==> config.mk <==
export PLATFORM = sky130hd
export DESIGN_NAME = serial_adder
export DESIGN_NICKNAME = d
export VERILOG_FILES = /design/src/rtl/serial_adder.sv
export SDC_FILE = /design/constraint.sdc
export NUM_CORES = 1
export LEC_CHECK = 0
export ABC_CLOCK_PERIOD_IN_PS = 2100
export CORE_ASPECT_RATIO = 1.4
export CORE_MARGIN = 1
export CORE_UTILIZATION = 30
export CTS_CLUSTER_DIAMETER = 60
export DETAILED_ROUTE_END_ITERATION = 7
export PLACE_DENSITY_LB_ADDON = 0.08
export SLEW_MARGIN = 20
export SYNTH_ARGS = -nofsm -noshare
export SYNTH_HDL_FRONTEND = slang
export SYNTH_HIERARCHICAL = 1
export SYNTH_SLANG_ARGS = --single-unit
==> constraint.sdc <==
create_clock -name serial_adder_clk -period 2.1 [get_ports serial_adder_clk]
set_clock_uncertainty 0.2 [all_clocks]
set_input_delay 0.525 -clock serial_adder_clk [delete_from_list [all_inputs] [get_ports serial_adder_clk]]
set_output_delay 0.525 -clock serial_adder_clk [all_outputs]
set_load 0.02 [all_outputs]
==> src/rtl/serial_adder.sv <==
// -----------------------------------------------------------------------------
// serial_adder
//   Bit-serial WIDTH-bit adder.  A single one-bit full_adder is reused once per
//   clock, LSB first, to form {carry_out, sum} = a + b + carry_in.
//
// Ports
//   serial_adder_clk       in   clock, rising edge
//   serial_adder_rst_n     in   asynchronous active-low reset
//   serial_adder_start     in   request, sampled only while idle
//   serial_adder_a         in   [WIDTH-1:0] operand A, latched on accepted start
//   serial_adder_b         in   [WIDTH-1:0] operand B, latched on accepted start
//   serial_adder_carry_in  in   initial carry, latched on accepted start
//   serial_adder_busy      out  high while bits are being processed
//   serial_adder_done      out  one-cycle completion pulse
//   serial_adder_sum       out  [WIDTH-1:0] result, held until next completion
//   serial_adder_carry_out out  final carry, held with the sum
//
// Also contains full_adder, the shared one-bit datapath cell.
// -----------------------------------------------------------------------------

module full_adder (
   input  logic a,
   input  logic b,
   input  logic cin,
   output logic s,
   output logic cout
);
   assign s    = a ^ b ^ cin;
   assign cout = (a & b) | (cin & (a ^ b));
endmodule

module serial_adder #(
   parameter int WIDTH = 8
) (
   input  logic             serial_adder_clk,
   input  logic             serial_adder_rst_n,
   input  logic             serial_adder_start,
   input  logic [WIDTH-1:0] serial_adder_a,
   input  logic [WIDTH-1:0] serial_adder_b,
   input  logic             serial_adder_carry_in,
   output logic             serial_adder_busy,
   output logic             serial_adder_done,
   output logic [WIDTH-1:0] serial_adder_sum,
   output logic             serial_adder_carry_out
);

   // A 1-bit counter is still needed when WIDTH==1 ($clog2(1) is 0).
   localparam int CNT_W = (WIDTH > 1) ? $clog2(WIDTH) : 1;
   localparam logic [CNT_W-1:0] LAST_BIT = CNT_W'(WIDTH - 1);

   typedef enum logic [1:0] {
      IDLE = 2'd0,
      RUN  = 2'd1,
      DONE = 2'd2
   } state_t;

   state_t           state;
   logic [WIDTH-1:0] a_sh;
   logic [WIDTH-1:0] b_sh;
   logic [WIDTH-1:0] res_sh;
   logic [WIDTH-1:0] res_next;
   logic             carry;
   logic [CNT_W-1:0] cnt;
   logic             fa_s;
   logic             fa_c;

   full_adder u_fa (
      .a    (a_sh[0]),
      .b    (b_sh[0]),
      .cin  (carry),
      .s    (fa_s),
      .cout (fa_c)
   );

   // Result register shifted right with the new sum bit entering at the MSB;
   // after WIDTH shifts the first (LSB) bit has reached bit 0.  Written as a
   // shift plus bit overwrite so WIDTH==1 needs no special-case slicing.
   always_comb begin
      res_next            = res_sh >> 1;
      res_next[WIDTH-1]   = fa_s;
   end

   always_ff @(posedge serial_adder_clk or negedge serial_adder_rst_n) begin
      if (!serial_adder_rst_n) begin
         state                  <= IDLE;
         a_sh                   <= '0;
         b_sh                   <= '0;
         res_sh                 <= '0;
         carry                  <= 1'b0;
         cnt                    <= '0;
         serial_adder_busy      <= 1'b0;
         serial_adder_done      <= 1'b0;
         serial_adder_sum       <= '0;
         serial_adder_carry_out <= 1'b0;
      end else begin
         case (state)
            IDLE: begin
               serial_adder_done <= 1'b0;
               if (serial_adder_start) begin
                  a_sh              <= serial_adder_a;
                  b_sh              <= serial_adder_b;
                  carry             <= serial_adder_carry_in;
                  res_sh            <= '0;
                  cnt               <= '0;
                  serial_adder_busy <= 1'b1;
                  state             <= RUN;
               end
            end

            RUN: begin
               a_sh   <= a_sh >> 1;
               b_sh   <= b_sh >> 1;
               res_sh <= res_next;
               carry  <= fa_c;
               cnt    <= cnt + 1'b1;
               // Last bit: publish the completed result on this same edge.
               if (cnt == LAST_BIT) begin
                  serial_adder_sum       <= res_next;
                  serial_adder_carry_out <= fa_c;
                  serial_adder_busy      <= 1'b0;
                  serial_adder_done      <= 1'b1;
                  state                  <= DONE;
               end
            end

            DONE: begin
               // Start is deliberately ignored here.
               serial_adder_done <= 1'b0;
               state             <= IDLE;
            end

            default: begin
               serial_adder_busy <= 1'b0;
               serial_adder_done <= 1'b0;
               state             <= IDLE;
            end
         endcase
      end
   end

endmodule

== After elaboration in Yosys (flattened, before gate mapping) ==
Cells that the tools add are included.
Widths: inputs -> output; s select.

* Register bits after elaboration: 41
* Input port bits: 20
* Output and inout bits: 11
* Logic and storage cells: 46

* $add $sub $neg: 1
* Eq/ne operators: 5
* Multiplexer cells: 18
* Bitwise gates (word level): 6
* Reduce and logical (&&, ||, !) cells: 6

{| class="wikitable"
|+ Operators by type and width
! kind !! count
|-
| $pmux 8 s2 || 3
|-
| $mux 8 || 3
|-
| $pmux 3 s2 || 1
|-
| $reduce_and 2->1 || 3
|-
| $mux 1 || 5
|-
| $mux 2 || 2
|-
| $ne 2x2->1 const B || 2
|-
| $pmux 2 s2 || 1
|-
| $add 3x1->3 const B || 1
|-
| $eq 3x3->1 const B || 1
|-
| $mux 3 || 1
|-
| $pmux 1 s3 || 1
|-
| $reduce_and 3->1 || 1
|-
| $and 1x1->1 || 2
|-
| $eq 2x1->1 const B || 1
|-
| $eq 2x2->1 const B || 1
|-
| $logic_not 2->1 || 1
|-
| $pmux 1 s2 || 1
|-
| $reduce_bool 2->1 || 1
|-
| $xor 1x1->1 || 2
|-
| $not 1->1 || 1
|-
| $or 1x1->1 || 1
|}

== Longest topological paths before layout ==
Gate-level depths: netlist of run 1.

* Word-level depth: 4
* Gate-level depth with buffers: 6
* Depth with buffers taken out: 5

== Hierarchy ==
Netlist of run 1, hierarchy kept.

{| class="wikitable"
|+ Modules (own cells, without submodules)
! module !! instances !! cells an instance !! area an instance (µm²) !! sequential area each (µm²)
|-
| serial_adder || 1 || 143 || 1711.6 || 1001.0
|-
| full_adder || 1 || 1 || 20.0 || 0.0
|}

== Least setup slack after synthesis of run 1 ==
OpenSTA, ideal clock, no wires.

* Kind: reg-to-reg
* Start: register cnt[0]
* End: register serial_adder_carry_out
* Library setup time: 0.125 ns
* Arrival: 1.256 ns
* Required time: 1.775 ns
* Path slack: 0.519 ns
* Cell stages (with the launch flop): 5
* Path buffers: 0
* Period minus slack after synthesis: 1.581 ns
* Path through: dfrtp_1 ha_1 ha_1 nand2_8 mux2_4

* Longest elaborated chain between the ends: 2

{| class="wikitable"
|+ RTL lines
! item !! RTL line !! text
|-
| start, declared || 63 || <nowiki>logic [CNT_W-1:0] cnt;</nowiki>
|-
| start signal, assigned || 115 || <nowiki>cnt <= cnt + 1'b1;</nowiki>
|-
| $eq 3x3->1 || 117 || <nowiki>if (cnt == LAST_BIT) begin</nowiki>
|-
| $reduce_and 2->1 (no line) || -- ||
|-
| end signal, assigned || 94 || <nowiki>serial_adder_carry_out <= 1'b0;</nowiki>
|-
| end signal, assigned || 119 || <nowiki>serial_adder_carry_out <= fa_c;</nowiki>
|-
| end, declared || 44 || <nowiki>output logic serial_adder_carry_out</nowiki>
|}

No other way between the ends.
A chain may end at the register's enable or synchronous reset.

== Worst setup path after layout of run 1 ==
* Start: register serial_adder_busy
* End: output serial_adder_busy

{| class="wikitable"
|+ RTL lines
! item !! RTL line !! text
|-
| start, declared || 41 || <nowiki>output logic serial_adder_busy,</nowiki>
|-
| start signal, assigned || 91 || <nowiki>serial_adder_busy <= 1'b0;</nowiki>
|-
| start signal, assigned || 105 || <nowiki>serial_adder_busy <= 1'b1;</nowiki>
|-
| start signal, assigned || 120 || <nowiki>serial_adder_busy <= 1'b0;</nowiki>
|}

No word-level cell between the ends.

==> flow_metrics.py, run 1 <==
metrics = {
    "run_status": {
        "status": "completed",
    },
    "cts": {
        "cts.path.max_buffers": 2,
        "postCtsSetupBuffers": 0,
        "cts_resized": 0,
        "clk_latency_ns": 0.29,
        "clk_root_buffer_cell": "clkbuf_8",
        "ctsHoldBuffers": 0,
        "cts_buffers": 5,
        "tritoncts": "yes",
        "h-tree-depth": 2,
        "clkSinkCount": 40,
        "cts.clk_slew.worst_paths_ns": 0.08,
    },
    "drt": {
        "drtPass1Iterations": 4,
        "drc": 0,
        "viasPerCell": 5.172,
        "first_iter_violations": 41,
        "ant_nets": 0,
        "wl_per_cell_microns": 15.25,
        "wirelength_microns": 3721,
        "via_count": 1262,
    },
    "setup_path": {
        "required_ns": 1.37,
        "cp_slowest_cell": "clkdlybuf4s50_1",
        "crit_start": "serial_adder_busy$_DFFE_PN0P_",
        "cp-endpoint": "serial_adder_busy",
        "critical_path_class": "flip-flop to output pin",
        "path_delay_family": "buffers and inverters",
        "path_depth": 1,
        "reg2reg_depth": 3,
        "max_stage_delay_ns": 0.61,
        "path_max_fanout": 3,
        "worst_setup_path_start_kind": "flip-flop",
        "rrSetupSlack_ns": 0.36,
        "cp.arrival_ns": 1.28,
        "crit_chain": "clkdlybuf4s50_1",
        "regToRegStartpoint": "state[1]$_DFFE_PN0P_",
        "reg2reg_to": "b_sh[2]$_DFFE_PN0P_",
        "crit_path_end_kind": "output pin",
        "critPathBufInv": 1,
    },
    "place": {
        "hpwl_microns": 2462,
        "place_area_sq_um": 2083,
        "dpl_worst_slack_ns": -0.009564,
        "port_buffers": 30,
        "globalplace.congestion": 0.7224,
    },
    "finish": {
        "multi_input_area_sq_um": 656.9,
        "nFillCells": 546,
        "final_area_sq_um": 2176,
        "num_antenna_cells": 0,
        "syn_to_final_growth_pct": 25.65,
        "nets": 198,
        "final_util": 0.3938,
        "final-seq-area_sq_um": 1001,
        "drive_gt1_frac": 0.1307,
    },
    "die": {
        "ioPinCount": 31,
        "fp.dieH_microns": 91.90,
        "dieArea_sq_um": 6084,
        "start_util": 0.3134,
        "rows": 32,
        "chipWidth_microns": 66.21,
        "core_area_sq_um": 5525,
    },
    "sta": {
        "tightest_slew_ns": 0.6825,
        "setup_violations": 0,
        "hold_slack_ns": 0.08454,
        "fin_crit_sh": 0.9535,
        "final-hold-violation-count": 0,
        "slew_headroom": 0.5450,
        "slew_violations": 0,
        "min_period_ns": 2.002,
        "grt_setup_unrepaired": "false",
        "tns_ns": 0,
        "setup_slack_ns": 0.09775,
        "max_freq_mhz": 499.4,
    },
    "logic_synthesis": {
        "syn-num-nets": 167,
        "ys_seq_elements": 40,
        "synth_cell_types": 22,
        "seq_area_frac_synth": 0.5780,
        "syn_area_sq_um": 1732,
        "synth_area_per_cell_sq_um": 12.03,
        "netlist_instances": 144,
        "ys.warnings.count": 6,
    },
    "power_and_ir_drop": {
        "ir_worst_vdd_mv": 0.5068,
        "power_density_nw_per_um2": 1439,
        "p_leak_nw": 0.9501,
    },
    "grt": {
        "grtUsageTotal": 0.1351,
        "antenna_found_initial": 0,
        "grt_pass1_wl_microns": 6147,
        "grt_max_degree": 41,
        "grt_pass1_vias": 1239,
        "gr-total-overflow": 0,
    },
    "hold_path": {
        "hold_class": "input port to asynchronous set/reset pin",
    },
    "job": {
        "cap_violations": 0,
    },
}
## state kept, by name, indices dropped and copies added, names as in the netlist
name and flops:
carry 1, cnt 3, serial_adder_busy 1, state 2, res_sh 7, serial_adder_carry_out 1, serial_adder_sum 8, serial_adder_done 1
a_sh 8, b_sh 8
## cell type report
class,instances,area share
repair buffers,34,0.1495
clock inverters,2,0.004600
clock buffers,6,0.03795
multi-input cells,90,0.3019
flip-flops and latches,40,0.4600
well taps,68,0.03910
inverters,4,0.006901
## Yosys cell counts
cell type | instances | area (sq um)
a21oi_1 | 16 | 80.08
a22o_1 | 9 | 78.83
and2b_1 | 1 | 7.510
buf_1 | 1 | 3.750
buf_2 | 5 | 25.02
buf_4 | 2 | 15.01
buf_6 | 1 | 11.26
clkbuf_1 | 1 | 3.750
dfrtp_1 | 40 | 1001
fa_1 | 1 | 20.02
ha_1 | 2 | 25.02
inv_1 | 4 | 15.01
mux2_4 | 9 | 135.1
nand2_1 | 5 | 18.77
nand2_8 | 1 | 20.02
nand2b_1 | 2 | 12.51
nor2_1 | 5 | 18.77
nor2b_1 | 2 | 12.51
o21ai_0 | 7 | 35.03
o21bai_1 | 1 | 7.510
o22ai_1 | 28 | 175.2
or4b_1 | 1 | 10.01
## metrics by stage
step	power, W	cells
after global routing	0.003357	244
final	0.003131	244
after detailed placement	0.002628	236
after CTS	0.003165	244
after floorplan	0.002214	144
after global placement	0.002577	236
## cells by family (layout without fill, tap and decap cells)
family / Yosys count / in the layout / synth area share
buf+inv: 14 / 46 / 0.04262
fa+ha+maj: 3 / 3 / 0.02601
flops: 40 / 40 / 0.5780
mux: 9 / 9 / 0.07803
simple gates: 17 / 17 / 0.05781
compound gates: 61 / 61 / 0.2175
## power breakdown
| group | internal, W | total (W) | leakage (nW) | switching (W) |
|---|---|---|---|---|
| Combinational | 0.000636 | 0.00124 | 0.411 | 0.000609 |
| Sequential | 0.00111 | 0.00136 | 0.488 | 0.000253 |
| Clock | 0.000262 | 0.000523 | 0.0510 | 0.000261 |
| Total | 0.00201 | 0.00313 | 0.950 | 0.00112 |
## how the worst min path moves through the flow
stage | start | endpoint | slack [ns] | cells past startpoint
2_1_floorplan | serial_adder_rst_n | a_sh[0]$_DFFE_PN0P_ | 0.03 | 0
4_1_cts | serial_adder_rst_n | cnt[1]$_DFFE_PN0P_ | 0.1 | 2
3_3_place_gp | serial_adder_busy$_DFFE_PN0P_ | serial_adder_busy$_DFFE_PN0P_ | 0.28 | 2
5_1_grt | serial_adder_rst_n | b_sh[7]$_DFFE_PN0P_ | 0.12 | 2
3_5_place_dp | serial_adder_done$_DFFE_PN0P_ | serial_adder_done$_DFFE_PN0P_ | 0.29 | 2
6_report | serial_adder_rst_n | cnt[2]$_DFFE_PN0P_ | 0.08 | 2
## placed cells by master, fill, tap and decap left out
cell type | synthesis | routed
o21ai_0 | 7 | 7
ha_1 | 2 | 2
nor2_1 | 5 | 5
a21oi_1 | 16 | 16
clkbuf_8 | 0 | 6
nand2_1 | 5 | 5
and2b_1 | 1 | 1
o21bai_1 | 1 | 1
a22o_1 | 9 | 9
buf_4 | 2 | 4
clkinv_2 | 0 | 2
inv_1 | 4 | 4
o22ai_1 | 28 | 28
clkdlybuf4s50_1 | 0 | 29
nand2_8 | 1 | 1
mux2_4 | 9 | 9
fa_1 | 1 | 1
nand2b_1 | 2 | 2
buf_2 | 5 | 1
dfrtp_1 | 40 | 40
or4b_1 | 1 | 1
nor2b_1 | 2 | 2
## metal layers
metal | up-vias | GRT usage | part of all wire
li1 | 598 | - | -
met1 | 622 | 0.1668 | 0.44
met2 | 35 | 0.2100 | 0.49
met3 | 7 | 0.03731 | 0.049
met4 | 0 | 0.07270 | 0.027
met5 | - | 0 | 0
Note: power is estimated with default switching activity, not from simulation.
==> run 2, diff against run 1 <==
- GPL_ROUTABILITY_DRIVEN: not set -> 0
- GPL_TIMING_DRIVEN: not set -> 0
- SETUP_SLACK_MARGIN: not set -> 0.3
==> flow_metrics.py, run 2 (synthesis gave the netlist of run 1 again) <==
metrics = {
    "run_status": {
        "status": "completed",
    },
    "setup_path": {
        "worst_setup_path_start_kind": "input port",
        "cp.arrival_ns": 1.68,
        "critical_path_class": "input port to flip-flop",
        "crit_path_end_kind": "flip-flop",
        "required_ns": 2.04,
        "path_max_fanout": 10,
    },
    "finish": {
        "multi_input_area_sq_um": 664.4,
        "drive_gt1_frac": 0.1530,
        "final-seq-area_sq_um": 1001,
        "nFillCells": 554,
        "final_area_sq_um": 2221,
        "syn_to_final_growth_pct": 28.25,
        "stdcell_count": 251,
        "layout_commonest_cell": "dfrtp_1",
        "num_antenna_cells": 0,
        "top_regs": "a_sh (8), b_sh (8), serial_adder_sum (8)",
        "nets": 206,
        "mostFrequentLayoutCells": "dfrtp_1, o22ai_1, clkdlybuf4s50_1",
    },
    "grt": {
        "antenna_found_initial": 0,
        "grt_max_degree": 25,
        "met1_usage": 0.1584,
        "gr-total-overflow": 0,
        "grt.busiest_layer": "met2",
        "grt_pass1_wl_microns": 6244,
        "met3_usage": 0.03607,
        "grtUsageTotal": 0.1363,
        "met2_usage": 0.2347,
        "grt_pass1_vias": 1342,
    },
    "cts": {
        "tritoncts": "yes",
        "cts.clk_slew.worst_paths_ns": 0.07,
        "clkSinkCount": 40,
        "cts.path.max_buffers": 2,
        "cts_buffers": 5,
        "h-tree-depth": 2,
        "clk_root_buffer_cell": "clkbuf_8",
        "clk_latency_ns": 0.28,
        "postCtsSetupBuffers": 0,
    },
    "power_and_ir_drop": {
        "power_density_nw_per_um2": 1371,
        "ir_worst_vdd_mv": 0.4605,
        "p_leak_nw": 1.012,
        "p_total_w": 0.003046,
    },
    "sta": {
        "final-hold-violation-count": 0,
        "fin_crit_sh": 0.8299,
        "grt_setup_unrepaired": "false",
        "slew_headroom": 0.6867,
        "slew_violations": 0,
        "max_freq_mhz": 573.8,
        "setup_violations": 0,
        "tightest_slew_ns": 0.4699,
        "tns_ns": 0,
        "min_period_ns": 1.743,
    },
    "place": {
        "place_area_sq_um": 2132,
        "dp.cells": 243,
        "hpwl_microns": 2688,
        "port_buffers": 30,
    },
    "drt": {
        "viasPerCell": 5.028,
        "via_count": 1262,
        "wl_per_cell_microns": 14.69,
        "wirelength_microns": 3686,
        "drc": 0,
        "drtPass1Iterations": 4,
        "ant_nets": 0,
        "first_iter_violations": 60,
    },
    "die": {
        "start_util": 0.3134,
        "rows": 32,
        "ioPinCount": 31,
        "fp.dieH_microns": 91.90,
        "core_area_sq_um": 5525,
        "chipWidth_microns": 66.21,
        "dieArea_sq_um": 6084,
    },
    "job": {
        "cap_violations": 0,
    },
    "hold_path": {
        "hold_class": "flip-flop to flip-flop",
    },
}
[run 2: metrics by stage]
stage | util | setup WS (ns) | hold WS (ns)
after detailed placement | 0.3859 | -0.1667 | 0.2831
after global routing | 0.4019 | 0.3016 | 0.3254
after floorplan | - | 0.5186 | 0.02941
after global placement | 0.3832 | -0.7658 | 0.2814
after CTS | 0.4013 | 0.3616 | 0.3044
final | 0.4019 | 0.3573 | 0.2947
[run 2: cell type report]
cell class	count	share of cell area
sequential	40	0.4507
multi-input combinational	90	0.2992
timing repair buffer	32	0.1403
tap	68	0.03831
clock buffer	6	0.03268
buffer	10	0.02986
inverter	4	0.006761
clock inverter	1	0.002254
[run 2: final timing paths]
path / from / endpoint / slack [ns] / depth (start not counted)
worst max-delay path: serial_adder_start / a_sh[6]$_DFFE_PN0P_ / 0.36 / 6
worst min register to register: serial_adder_done$_DFFE_PN0P_ / serial_adder_done$_DFFE_PN0P_ / 0.29 / 2
worst min-delay path: serial_adder_done$_DFFE_PN0P_ / serial_adder_done$_DFFE_PN0P_ / 0.29 / 2
max in group asynchronous: serial_adder_rst_n / serial_adder_sum[5]$_DFFE_PN0P_ / 0.73 / 3
min in group asynchronous: serial_adder_rst_n / cnt[2]$_DFFE_PN0P_ / 0.51 / 2
worst max register to register: cnt[0]$_DFFE_PN0P_ / serial_adder_sum[5]$_DFFE_PN0P_ / 0.40 / 4
[run 2: power breakdown]
part | internal (W) | total (W) | switching (W) | leakage [nW]
clock network | 0.000226 | 0.000466 | 0.000240 | 0.0410
logic | 0.000608 | 0.00122 | 0.000614 | 0.483
registers | 0.00111 | 0.00136 | 0.000247 | 0.488
total | 0.00194 | 0.00305 | 0.00110 | 1.01
[run 2: repair_timing]
action | in CTS | in global routing
hold endpoints to repair | 16 | 0
setup endpoints to repair | 23 | 3
resized for setup | 14 | 1
hold buffers | 1 | 0
[run 2: per-layer routing]
layer	vias up	routed length, microns	share of wire
li1	619	-	-
met1	605	1563	0.42
met2	33	1911	0.52
met3	5	158	0.043
met4	0	52	0.014
met5	-	0	0
[run 2: critical path, cell delays in order]
cell,delay [ns]
clkdlybuf4s50_1,0.51
buf_6,0.16
nand2b_4,0.08
buf_4,0.18
o22ai_1,0.14
a21oi_1,0.09
